==> src/rtl/sap_pkg.sv <==
// Shared constants for the SAP-1 output display: segment encodings and the
// conversion FSM state type.
package sap_pkg;

  // Active-high encodings, bit order {g,f,e,d,c,b,a}
  localparam logic [6:0] SEG_0     = 7'h3F;
  localparam logic [6:0] SEG_1     = 7'h06;
  localparam logic [6:0] SEG_2     = 7'h5B;
  localparam logic [6:0] SEG_3     = 7'h4F;
  localparam logic [6:0] SEG_4     = 7'h66;
  localparam logic [6:0] SEG_5     = 7'h6D;
  localparam logic [6:0] SEG_6     = 7'h7D;
  localparam logic [6:0] SEG_7     = 7'h07;
  localparam logic [6:0] SEG_8     = 7'h7F;
  localparam logic [6:0] SEG_9     = 7'h6F;
  localparam logic [6:0] SEG_MINUS = 7'h40;
  localparam logic [6:0] SEG_BLANK = 7'h00;

  typedef enum logic [1:0] {
    IDLE = 2'd0,
    CONV = 2'd1,
    DONE = 2'd2
  } conv_state_e;

  function automatic logic [6:0] seg_of_digit(input logic [3:0] d);
    logic [6:0] s;
    case (d)
      4'd0:    s = SEG_0;
      4'd1:    s = SEG_1;
      4'd2:    s = SEG_2;
      4'd3:    s = SEG_3;
      4'd4:    s = SEG_4;
      4'd5:    s = SEG_5;
      4'd6:    s = SEG_6;
      4'd7:    s = SEG_7;
      4'd8:    s = SEG_8;
      4'd9:    s = SEG_9;
      default: s = SEG_BLANK;
    endcase
    return s;
  endfunction

endpackage

==> src/rtl/sap_bin2bcd.sv <==
// Sequential double-dabble: 8-bit magnitude to 10-bit BCD in 8 shift edges
// plus one DONE edge. A start pulse in any state restarts from scratch.
module sap_bin2bcd
  import sap_pkg::*;
(
  input  logic       clk,
  input  logic       rst_n,
  input  logic       start,
  input  logic [7:0] mag,
  output logic       busy,
  output logic       done,
  output logic [9:0] bcd
);

  conv_state_e state_q, state_d;
  logic [2:0]  cnt_q, cnt_d;
  logic [17:0] shreg_q, shreg_d;

  // Hundreds can never exceed 2 for an 8-bit input, so only tens/ones need add-3
  function automatic logic [17:0] dabble_step(input logic [17:0] s);
    logic [17:0] t;
    t = s;
    if (t[11:8] >= 4'd5)  t[11:8]  = t[11:8] + 4'd3;
    if (t[15:12] >= 4'd5) t[15:12] = t[15:12] + 4'd3;
    return {t[16:0], 1'b0};
  endfunction

  always_comb begin
    state_d = state_q;
    cnt_d   = cnt_q;
    shreg_d = shreg_q;
    if (start) begin
      state_d = CONV;
      cnt_d   = 3'd0;
      shreg_d = {10'd0, mag};
    end else begin
      case (state_q)
        CONV: begin
          shreg_d = dabble_step(shreg_q);
          cnt_d   = cnt_q + 3'd1;
          if (cnt_q == 3'd7) state_d = DONE;
        end
        DONE:    state_d = IDLE;
        default: state_d = IDLE;
      endcase
    end
  end

  always_ff @(posedge clk or negedge rst_n) begin
    if (!rst_n) begin
      state_q <= IDLE;
      cnt_q   <= 3'd0;
      shreg_q <= 18'd0;
    end else begin
      state_q <= state_d;
      cnt_q   <= cnt_d;
      shreg_q <= shreg_d;
    end
  end

  assign busy = (state_q != IDLE);
  assign done = (state_q == DONE);
  assign bcd  = shreg_q[17:8];

endmodule

==> src/rtl/sap_out_display.sv <==
// SAP-1 output port: latches the bus on Lo, converts to decimal in the
// background and scans the result onto a 4-digit 7-segment display.
module sap_out_display
  import sap_pkg::*;
#(
  parameter int SCAN_DIV       = 50000,
  parameter bit SEG_ACTIVE_LOW = 1'b1,
  parameter bit DIG_ACTIVE_LOW = 1'b1
) (
  input  logic       CLK,
  input  logic       CLR_n,
  input  logic [7:0] DATA,
  input  logic       load,
  input  logic       signed_mode,
  output logic [7:0] out_reg,
  output logic       busy,
  output logic [6:0] seg,
  output logic [3:0] dig_en
);

  localparam int PW = $clog2(SCAN_DIV);
  localparam logic [PW-1:0] PRE_LAST = PW'(SCAN_DIV - 1);

  logic [7:0]    out_reg_q, out_reg_d;
  logic          mode_q, mode_d;
  logic          neg_pending_q, neg_pending_d;
  logic [1:0]    hund_q, hund_d;
  logic [3:0]    tens_q, tens_d;
  logic [3:0]    ones_q, ones_d;
  logic          neg_q, neg_d;
  logic [PW-1:0] pre_q, pre_d;
  logic [1:0]    idx_q, idx_d;
  logic [6:0]    seg_q, seg_d;
  logic [3:0]    dig_en_q, dig_en_d;

  logic       conv_busy, conv_done, start;
  logic [7:0] src, mag;
  logic       src_neg;
  logic [9:0] bcd;

  // Mode changes only retrigger from IDLE; a load always wins and restarts
  always_comb begin
    start   = load | (~conv_busy & (signed_mode != mode_q));
    src     = load ? DATA : out_reg_q;
    src_neg = signed_mode & src[7];
    mag     = src_neg ? (~src + 8'd1) : src;
  end

  sap_bin2bcd u_bin2bcd (
    .clk   (CLK),
    .rst_n (CLR_n),
    .start (start),
    .mag   (mag),
    .busy  (conv_busy),
    .done  (conv_done),
    .bcd   (bcd)
  );

  always_comb begin
    out_reg_d     = load ? DATA : out_reg_q;
    mode_d        = signed_mode;
    neg_pending_d = start ? src_neg : neg_pending_q;
    hund_d        = hund_q;
    tens_d        = tens_q;
    ones_d        = ones_q;
    neg_d         = neg_q;
    // A restart on the DONE edge discards the stale result
    if (conv_done && !start) begin
      hund_d = bcd[9:8];
      tens_d = bcd[7:4];
      ones_d = bcd[3:0];
      neg_d  = neg_pending_q;
    end
  end

  always_comb begin
    pre_d = (pre_q == PRE_LAST) ? '0 : pre_q + 1'b1;
    idx_d = (pre_q == PRE_LAST) ? idx_q + 2'd1 : idx_q;
    dig_en_d = 4'b0001 << idx_q;
    case (idx_q)
      2'd3:    seg_d = neg_q ? SEG_MINUS : SEG_BLANK;
      2'd2:    seg_d = (hund_q == 2'd0) ? SEG_BLANK : seg_of_digit({2'b00, hund_q});
      2'd1:    seg_d = (hund_q == 2'd0 && tens_q == 4'd0) ? SEG_BLANK : seg_of_digit(tens_q);
      default: seg_d = seg_of_digit(ones_q);
    endcase
  end

  always_ff @(posedge CLK or negedge CLR_n) begin
    if (!CLR_n) begin
      out_reg_q     <= 8'd0;
      mode_q        <= 1'b0;
      neg_pending_q <= 1'b0;
      hund_q        <= 2'd0;
      tens_q        <= 4'd0;
      ones_q        <= 4'd0;
      neg_q         <= 1'b0;
      pre_q         <= '0;
      idx_q         <= 2'd0;
      seg_q         <= 7'd0;
      dig_en_q      <= 4'd0;
    end else begin
      out_reg_q     <= out_reg_d;
      mode_q        <= mode_d;
      neg_pending_q <= neg_pending_d;
      hund_q        <= hund_d;
      tens_q        <= tens_d;
      ones_q        <= ones_d;
      neg_q         <= neg_d;
      pre_q         <= pre_d;
      idx_q         <= idx_d;
      seg_q         <= seg_d;
      dig_en_q      <= dig_en_d;
    end
  end

  assign out_reg = out_reg_q;
  assign busy    = conv_busy;
  assign seg     = SEG_ACTIVE_LOW ? ~seg_q : seg_q;
  assign dig_en  = DIG_ACTIVE_LOW ? ~dig_en_q : dig_en_q;

endmodule

==> config.mk <==
export PLATFORM = sky130hd
export DESIGN_NAME = sap_out_display
export DESIGN_NICKNAME = d
export VERILOG_FILES = /design/src/rtl/sap_pkg.sv /design/src/rtl/sap_bin2bcd.sv /design/src/rtl/sap_out_display.sv
export SDC_FILE = /design/constraint.sdc
export NUM_CORES = 1
export LEC_CHECK = 0
export BUFFER_PORTS_ARGS = -buffer_cell sky130_fd_sc_hd__buf_4
export CAP_MARGIN = 15
export CORE_MARGIN = 10
export CORE_UTILIZATION = 60
export DETAILED_ROUTE_END_ITERATION = 10
export GPL_ROUTABILITY_DRIVEN = 0
export GPL_TIMING_DRIVEN = 0
export HOLD_SLACK_MARGIN = 0.15
export PLACE_DENSITY = 0.88
export SETUP_SLACK_MARGIN = 0.1
export SYNTH_ARGS = -nofsm -noshare
export SYNTH_HDL_FRONTEND = slang
export SYNTH_SLANG_ARGS = --single-unit
==> constraint.sdc <==
create_clock -name CLK -period 1.7 [get_ports CLK]
set_input_delay 0.34 -clock CLK [delete_from_list [all_inputs] [get_ports CLK]]
set_output_delay 0.34 -clock CLK [all_outputs]
set_load 0.02 [all_outputs]
==> metrics.log, run 1 <==
[metrics] outcome: finished clean
[metrics] pin count of the biggest net entering global routing: 74
[metrics] cell types occupying the most area after synthesis: sky130_fd_sc_hd__dfrtp_1 48%, sky130_fd_sc_hd__ha_1 7.6%, sky130_fd_sc_hd__nand2_1 4.4%, sky130_fd_sc_hd__a21oi_1 3.8%, sky130_fd_sc_hd__o21ai_0 3.7%
[metrics] leading cell type by number of instances after synthesis: sky130_fd_sc_hd__dfrtp_1
[metrics] global routing usage on met3: 4.083%
[metrics] clock slew seen by the registers of the worst setup and hold paths: 0.08 ns
[metrics] TritonCTS clock tree: done
[metrics] Core ar.: 6026 um2
[metrics] number of nets with antenna violations after detailed routing: 0
[metrics] Synth Warn #: 0
[metrics] total global-route track usage: 16.35%
[metrics] Clock Latency Late Sink: 0.37 ns
[metrics] NumNets Final: 477
[metrics] worst slew pin tran: 0.8912 ns
[metrics] slowest stage delay, CP: 0.45 ns
[metrics] CTS sink cnt: 73
[metrics] synthesized netlist cell count: 389
[metrics] number of H-tree branching levels: 3
[metrics] origin of the worst setup path: tens_q[1]
[metrics] most frequent cells after synthesis: 73 x sky130_fd_sc_hd__dfrtp_1, 44 x sky130_fd_sc_hd__nand2_1, 37 x sky130_fd_sc_hd__nor2_1
[metrics] mean cell area of the mapped netlist: 9.746 um2
[metrics] layout cells sized above 1: 24.66%
[metrics] sequential fraction of the synthesis area: 48.18%
[metrics] effective utilization at floorplan: 62.92%
[metrics] leakage component of the power: 2.136 nW
[metrics] final count of hold timing violations: 0
[metrics] total detailed-routing wirelength: 8100 um
[metrics] Synth top area share: 48.18%
[metrics] worst setup path endpoint: seg_q[2]
[metrics] top-level I/O count: 32
[metrics] GR peak layer: met2
[metrics] 1st-iter DRT viols: 133
[metrics] Cell Chain, Critical Path: inv_2 -> ha_4 -> nand2b_4 -> o41a_1 -> a221oi_2 -> a21oi_1
[metrics] GR Util met2: 26.75%
[metrics] Final Non-Filler Cells: 521
[metrics] Post-Route Skew: 0.007246 ns
[metrics] count of cell types in the netlist: 49
[metrics] RSZ-0062 raised after global routing: true
[metrics] source of the worst register-to-register timing path: tens_q[1]
[metrics] met1 track demand over resource: 19.37%
[metrics] Finished Core Util: 75.06%
[metrics] headroom to the max-slew limit: 40.59%
[metrics] Clock Power Share: 35.3%
[metrics] total power per unit cell area: 770.4 nW/um2
[metrics] Syn-to-layout area delta: 19.31%
[metrics] number of rows created at floorplan: 28
[metrics] minimum setup slack among reg-to-reg paths: 0.06 ns
[metrics] type of the worst setup path: register to register
[metrics] post-detailed-placement half-perimeter wirelength: 5324 um
[metrics] required time at the endpoint of the critical path: 1.95 ns
[metrics] worst hold slack: 0.2132 ns
[metrics] sequential share of power: 53.7%
[metrics] switching power: 954.5 uW
[metrics] Cell Count Post-Placement: 495
[metrics] worst-path cell with the longest stage delay: sky130_fd_sc_hd__o41a_1
[metrics] CTS root buf: sky130_fd_sc_hd__clkbuf_8
[metrics] cts bufs inserted: 9
[metrics] Sw Share: 27.39%
[metrics] Die W: 99.49 um
[metrics] count of TritonRoute iterations in the first routing pass: 4
[metrics] combinational share of power: 11.0%
[metrics] count of endpoints failing setup in the final report: 0
[metrics] worst r2r path cells: 6
[metrics] post-synthesis cell area: 3791 um2
[metrics] number of synthesized register bits: 73
[metrics] final slew viol count: 0
[metrics] Setup Total Neg Slack: 0 ns
[metrics] initial antenna violation count: 0
[metrics] element type at the critical path start: register
[metrics] DR WL/cell: 15.55 um
[metrics] post-synthesis async set-or-reset flop share: 100.0%
[metrics] vertical extent of the die: 99.49 um
[metrics] maximum fanout along the worst path: 7
[metrics] Post-synth EDFFs: 0
[metrics] Worst Hold Class: input port to register
[metrics] wire length of the first global-routing pass: 13460 um
[metrics] Die ar.: 9898 um2
[metrics] total vias in the final route: 2955
[metrics] DR DRC count: 0
[metrics] WP data arrival: 1.89 ns
[metrics] maximum clock insertion buffer count: 2
[metrics] via count normalized by instance count: 5.672
[metrics] vias in the first global route: 2967
[metrics] number of antenna repair diodes: 0
[metrics] highest clock rate: 608.8 MHz
[metrics] clock period minus worst slack: 1.643 ns
[metrics] Worst setup EP type: register
[metrics] capturing point of the worst reg2reg path: seg_q[2]
[metrics] max-capacitance violation count: 0
[metrics] cell type contributing the most total cell area after synthesis: sky130_fd_sc_hd__dfrtp_1
[metrics] most common flop cell mapped by yosys: sky130_fd_sc_hd__dfrtp_1
[metrics] Peak VDD IR: 0.6009 mV
[metrics] WHS Path Cells: 3
[metrics] portion of the clock cycle consumed by the worst path in the final layout: 96.62%
[metrics] net count of the mapped netlist: 424
[metrics] aggregate global routing overflow: 0
[metrics] internal power consumption: 2.530 mW
[metrics] count of input and output buffers: 31
[metrics] flip-flop count of the largest register, all copies and words added: 18
[per-stage QoR]
| step | total power, mW | worst slack, ns | cell area [um2] |
|---|---|---|---|
| 3_5_place_dp | 2.269 | -0.2047 | 4128 |
| 3_3_place_gp | 2.249 | -0.1725 | 4128 |
| 6_report | 3.485 | 0.05745 | 4523 |
| 2_1_floorplan | 2.118 | 0.1227 | 3801 |
| 5_1_grt | 3.598 | -0.01605 | 4523 |
| 4_1_cts | 3.482 | 0.01532 | 4404 |
[critical path, delay by kind of cell (launching register included)]
| family | cells | cell delay (ns) |
|---|---|---|
| simple gates | 1 | 0.05 |
| fa+ha+maj | 1 | 0.15 |
| compound gates | 3 | 0.83 |
| buf+inv | 1 | 0.09 |
| flops | 1 | 0.40 |
[power by group through the flow]
stage / Combinational (mW) / Sequential (mW) / Clock (mW)
6_report: 0.382 / 1.87 / 1.23
5_1_grt: 0.424 / 1.88 / 1.29
4_1_cts: 0.377 / 1.87 / 1.24
3_5_place_dp: 0.368 / 1.90 / 0
3_3_place_gp: 0.352 / 1.90 / 0
2_1_floorplan: 0.206 / 1.91 / 0
[layout make-up]
type                    instances  area (um2)
plain buffers                  13       87.58
multi-input cells             271        1901
fillers                       430        1503
inverters                      32       120.1
repair buffers                 42       317.8
clock buffers                  10       137.6
flip-flops and latches         73        1833
well taps                      75       93.84
clock inverters                 5       32.53
[layer usage]
layer,vias up,share of wire [%]
met5,-,0
met4,0,2.8
met3,22,5.9
met2,93,50
met1,1419,41
li1,1421,-
[cells by family after synthesis]
family	count (synthesis)	synth area share, %
simple gates	125	15.88
compound gates	83	13.14
flops	73	48.18
buf+inv	45	5.116
xor+xnor	24	5.545
fa+ha+maj	23	7.591
mux	16	4.555
[cell usage in the layout (no fill, tap or decap), types with 5 or more instances in the layout]
cell,n
sky130_fd_sc_hd__buf_4,41
sky130_fd_sc_hd__nand2_1,44
sky130_fd_sc_hd__nand2b_1,7
sky130_fd_sc_hd__xnor2_1,12
sky130_fd_sc_hd__mux2_2,10
sky130_fd_sc_hd__a21oi_1,26
sky130_fd_sc_hd__dfrtp_2,5
sky130_fd_sc_hd__dfrtp_1,68
sky130_fd_sc_hd__ha_1,20
sky130_fd_sc_hd__inv_1,28
sky130_fd_sc_hd__nor2_1,35
sky130_fd_sc_hd__clkbuf_8,10
sky130_fd_sc_hd__nand3_1,7
sky130_fd_sc_hd__nor3_1,6
sky130_fd_sc_hd__xor2_1,12
sky130_fd_sc_hd__o21ai_0,24
[how the worst min path moves through the flow]
stage                         start           to  slack, ns
after global routing        DATA[0]   out_reg[0]       0.23
final                       DATA[0]   out_reg[0]       0.21
after global placement    pre_q[15]    pre_q[15]       0.46
after floorplan               CLR_n  dig_en_q[0]       0.04
after CTS                   DATA[0]   out_reg[0]       0.22
after detailed placement  pre_q[15]    pre_q[15]       0.47
[what timing repair did]
item / in CTS / in global routing
setup buffers: 5 / 3
gates cloned: 0 / 1
pin swaps: 3 / 10
hold buffers: 2 / 0
gates resized for setup: 13 / 29
setup endpoints to repair: 11 / 30
endpoints found under the hold margin: 74 / 0
No activity file was read; power rests on OpenSTA's default activity.
==> run 2: changes to the inputs <==
==> constraint.sdc (replaced) <==
create_clock -name CLK -period 2.1 [get_ports CLK]
set_input_delay 0.42 -clock CLK [delete_from_list [all_inputs] [get_ports CLK]]
set_output_delay 0.42 -clock CLK [all_outputs]
set_load 0.02 [all_outputs]
==> run 2 against run 1 <==
Effect of this change: first-iteration DRC count grew 3.8%; global-route usage shrank 0.55 points; clock power shrank 20%; utilization shrank 3.9 points; die area is the same; highest routed layer unchanged; cell area shrank 5.2%; critical path type unchanged; worst hold slack lost 0.036 ns; cell count shrank 1.9%; routed wire length shrank 7.1%.
==> metrics.log, run 2 (same netlist as run 1, synthesis figures left out) <==
[metrics] wire length of the first global-routing pass: 12830 um (-4.7%)
[metrics] number of rows created at floorplan: 28 (unchanged)
[metrics] count of TritonRoute iterations in the first routing pass: 4 (unchanged)
[metrics] 1st-iter DRT viols: 138 (+3.8%)
[metrics] TritonCTS clock tree: done
[metrics] Final Non-Filler Cells: 511 (-1.9%)
[metrics] number of nets with antenna violations after detailed routing: 0 (unchanged)
[metrics] top-level I/O count: 32 (unchanged)
[metrics] clock period minus worst slack: 1.929 ns (+0.2867 ns)
[metrics] RSZ-0062 raised after global routing: false
[metrics] post-CTS resize count: 0 (-13)
[metrics] Post-Route Skew: 0.008743 ns (+0.001497 ns)
[metrics] combinational share of power: 10.4% (-0.6 points)
[metrics] Die ar.: 9898 um2 (unchanged)
[metrics] vertical extent of the die: 99.49 um (unchanged)
[metrics] Worst Hold Class: input port to asynchronous set/reset pin
[metrics] Setup Total Neg Slack: 0 ns (unchanged)
[metrics] Die W: 99.49 um (unchanged)
[metrics] Peak VDD IR: 0.5285 mV (-12%)
[metrics] pin count of the biggest net entering global routing: 74 (unchanged)
[metrics] highest clock rate: 518.3 MHz (-15%)
[metrics] Clock Power Share: 35.2% (about the same)
[metrics] final count of hold timing violations: 0 (unchanged)
[metrics] post-CTS setup buffer count: 0 (-5)
[metrics] Sw Share: 27.44% (+0.047 points)
[metrics] count of endpoints failing setup in the final report: 0 (unchanged)
[metrics] element type at the critical path start: register
[metrics] number of antenna repair diodes: 0 (unchanged)
[metrics] portion of the clock cycle consumed by the worst path in the final layout: 91.87% (-4.8 points)
[metrics] Worst setup EP type: register
[metrics] cts bufs inserted: 9 (unchanged)
[metrics] total detailed-routing wirelength: 7528 um (-7.1%)
[metrics] outcome: finished clean
[metrics] most used cells in the layout excluding fill and tap cells: 73 x sky130_fd_sc_hd__dfrtp_1, 44 x sky130_fd_sc_hd__nand2_1, 37 x sky130_fd_sc_hd__nor2_1, 32 x sky130_fd_sc_hd__inv_1, 32 x sky130_fd_sc_hd__buf_4
[metrics] final slew viol count: 0 (unchanged)
[metrics] internal power consumption: 2.018 mW (-20%)
[metrics] required time at the endpoint of the critical path: 2.32 ns (+0.37 ns)
[metrics] WP data arrival: 2.15 ns (+0.26 ns)
[metrics] post-detailed-placement half-perimeter wirelength: 5297 um (-0.51%)
[metrics] DR WL/cell: 14.73 um (-5.2%)
[metrics] count of input and output buffers: 31 (unchanged)
[metrics] Cell Count Post-Placement: 495 (unchanged)
[metrics] Clock Latency Late Sink: 0.36 ns (about the same)
[metrics] initial antenna violation count: 0 (unchanged)
[metrics] total power per unit cell area: 648.4 nW/um2 (-16%)
[metrics] switching power: 763.2 uW (-20%)
[metrics] CTS sink cnt: 73 (unchanged)
[metrics] type of the worst setup path: register to register
[metrics] effective utilization at floorplan: 62.92% (unchanged)
[metrics] most common cell after layout, fill and taps aside: sky130_fd_sc_hd__dfrtp_1
[metrics] DR DRC count: 0 (unchanged)
[metrics] vias in the first global route: 2734 (-7.9%)
[metrics] via count normalized by instance count: 5.513 (-2.8%)
[metrics] sequential share of power: 54.4% (+0.7 points)
[metrics] layout cells sized above 1: 16.51% (-8.1 points)
[metrics] hold bufs inserted after CTS: 0 (-2)
[metrics] clock slew seen by the registers of the worst setup and hold paths: 0.08 ns (about the same)
[metrics] maximum fanout along the worst path: 7 (unchanged)
[metrics] flip-flop count of the largest register, all copies and words added: 18 (unchanged)
[metrics] Core ar.: 6026 um2 (unchanged)
[metrics] aggregate global routing overflow: 0 (unchanged)
[metrics] leakage component of the power: 2.058 nW (-3.6%)
[metrics] count of fill cells added during filler insertion: 445 (+3.5%)
[metrics] CTS root buf: sky130_fd_sc_hd__clkbuf_8
[metrics] headroom to the max-slew limit: 41.09% (+0.50 points)
[metrics] Syn-to-layout area delta: 13.14%
[metrics] max-capacitance violation count: 0 (unchanged)
[metrics] number of H-tree branching levels: 3 (unchanged)
[metrics] Finished Core Util: 71.18% (-3.9 points)
[metrics] worst slew pin tran: 0.8837 ns (-0.007535 ns)
[metrics] maximum clock insertion buffer count: 2 (unchanged)
[metrics] NumNets Final: 466 (-2.3%)
[metrics] total vias in the final route: 2817 (-4.7%)
[metrics] total global-route track usage: 15.80% (-0.55 points)
==> run 2: changes by cell type in the layout (fill, tap and decap cells not counted), sizes merged <==
cell | before | now
inv | 32 | 33
buf | 48 | 39
clkinv | 5 | 4
dlygate4sd3 | 2 | 0
clkinvlp | 0 | 1
==> run 2: worst paths after layout <==
check                                 end  cells after the start  slack (ns)   startpoint
worst max-delay path             seg_q[2]                      6        0.17    tens_q[1]
max in group asynchronous       tens_q[3]                      1        1.35        CLR_n
worst min register to register  pre_q[15]                      1        0.49    pre_q[15]
worst min-delay path             seg_q[4]                      1        0.18        CLR_n
min in group CLK                   mode_q                      1        0.22  signed_mode
worst max register to register   seg_q[2]                      6        0.17    tens_q[1]
==> run 2: per-layer routing <==
layer / part of all wire [%] / GRT usage [%] / vias up
li1: - / - / 1397
met3: 5.4 / 5.329 / 15
met5: 0 / 0 / -
met4: 1.9 / 6.725 / 0
met1: 45 / 19.50 / 1342
met2: 48 / 24.70 / 63
==> run 2: stage by stage <==
stage,total power [mW],hold WS (ns),area (um2),setup slack (ns)
after floorplan,1.711,0.1244,3791,0.3981
after global placement,1.817,0.4605,4118,0.05811
after detailed placement,1.832,0.4803,4118,0.03866
after CTS,2.796,0.2094,4289,0.2317
after global routing,2.911,0.2093,4289,0.1281
final,2.781,0.1775,4289,0.1708
==> run 2: final cells by class <==
class / count / area (um2) / share of cell area [%]
Buffer: 13 / 73.82 / 1.721
Clock buffer: 10 / 127.6 / 2.975
Clock inverter: 6 / 43.79 / 1.021
Inverter: 32 / 120.1 / 2.800
Multi-Input combinational cell: 271 / 1770 / 41.28
Sequential cell: 73 / 1827 / 42.59
Tap cell: 75 / 93.84 / 2.188
Timing Repair Buffer: 31 / 232.7 / 5.426
==> run 2: power groups by stage <==
stage | Clock, mW | Combinational, mW | Sequential, mW
6_report | 0.979 | 0.289 | 1.51
5_1_grt | 1.06 | 0.328 | 1.52
4_1_cts | 0.991 | 0.294 | 1.51
3_5_place_dp | 0 | 0.294 | 1.54
3_3_place_gp | 0 | 0.282 | 1.54
2_1_floorplan | 0 | 0.164 | 1.55
==> run 2: critical path: stages, from the launching register on <==
cell	delay, ns
sky130_fd_sc_hd__dfrtp_1	0.44
sky130_fd_sc_hd__inv_1	0.17
sky130_fd_sc_hd__ha_1	0.21
sky130_fd_sc_hd__nand2b_1	0.08
sky130_fd_sc_hd__o41a_1	0.41
sky130_fd_sc_hd__a221oi_1	0.41
sky130_fd_sc_hd__a21oi_1	0.08
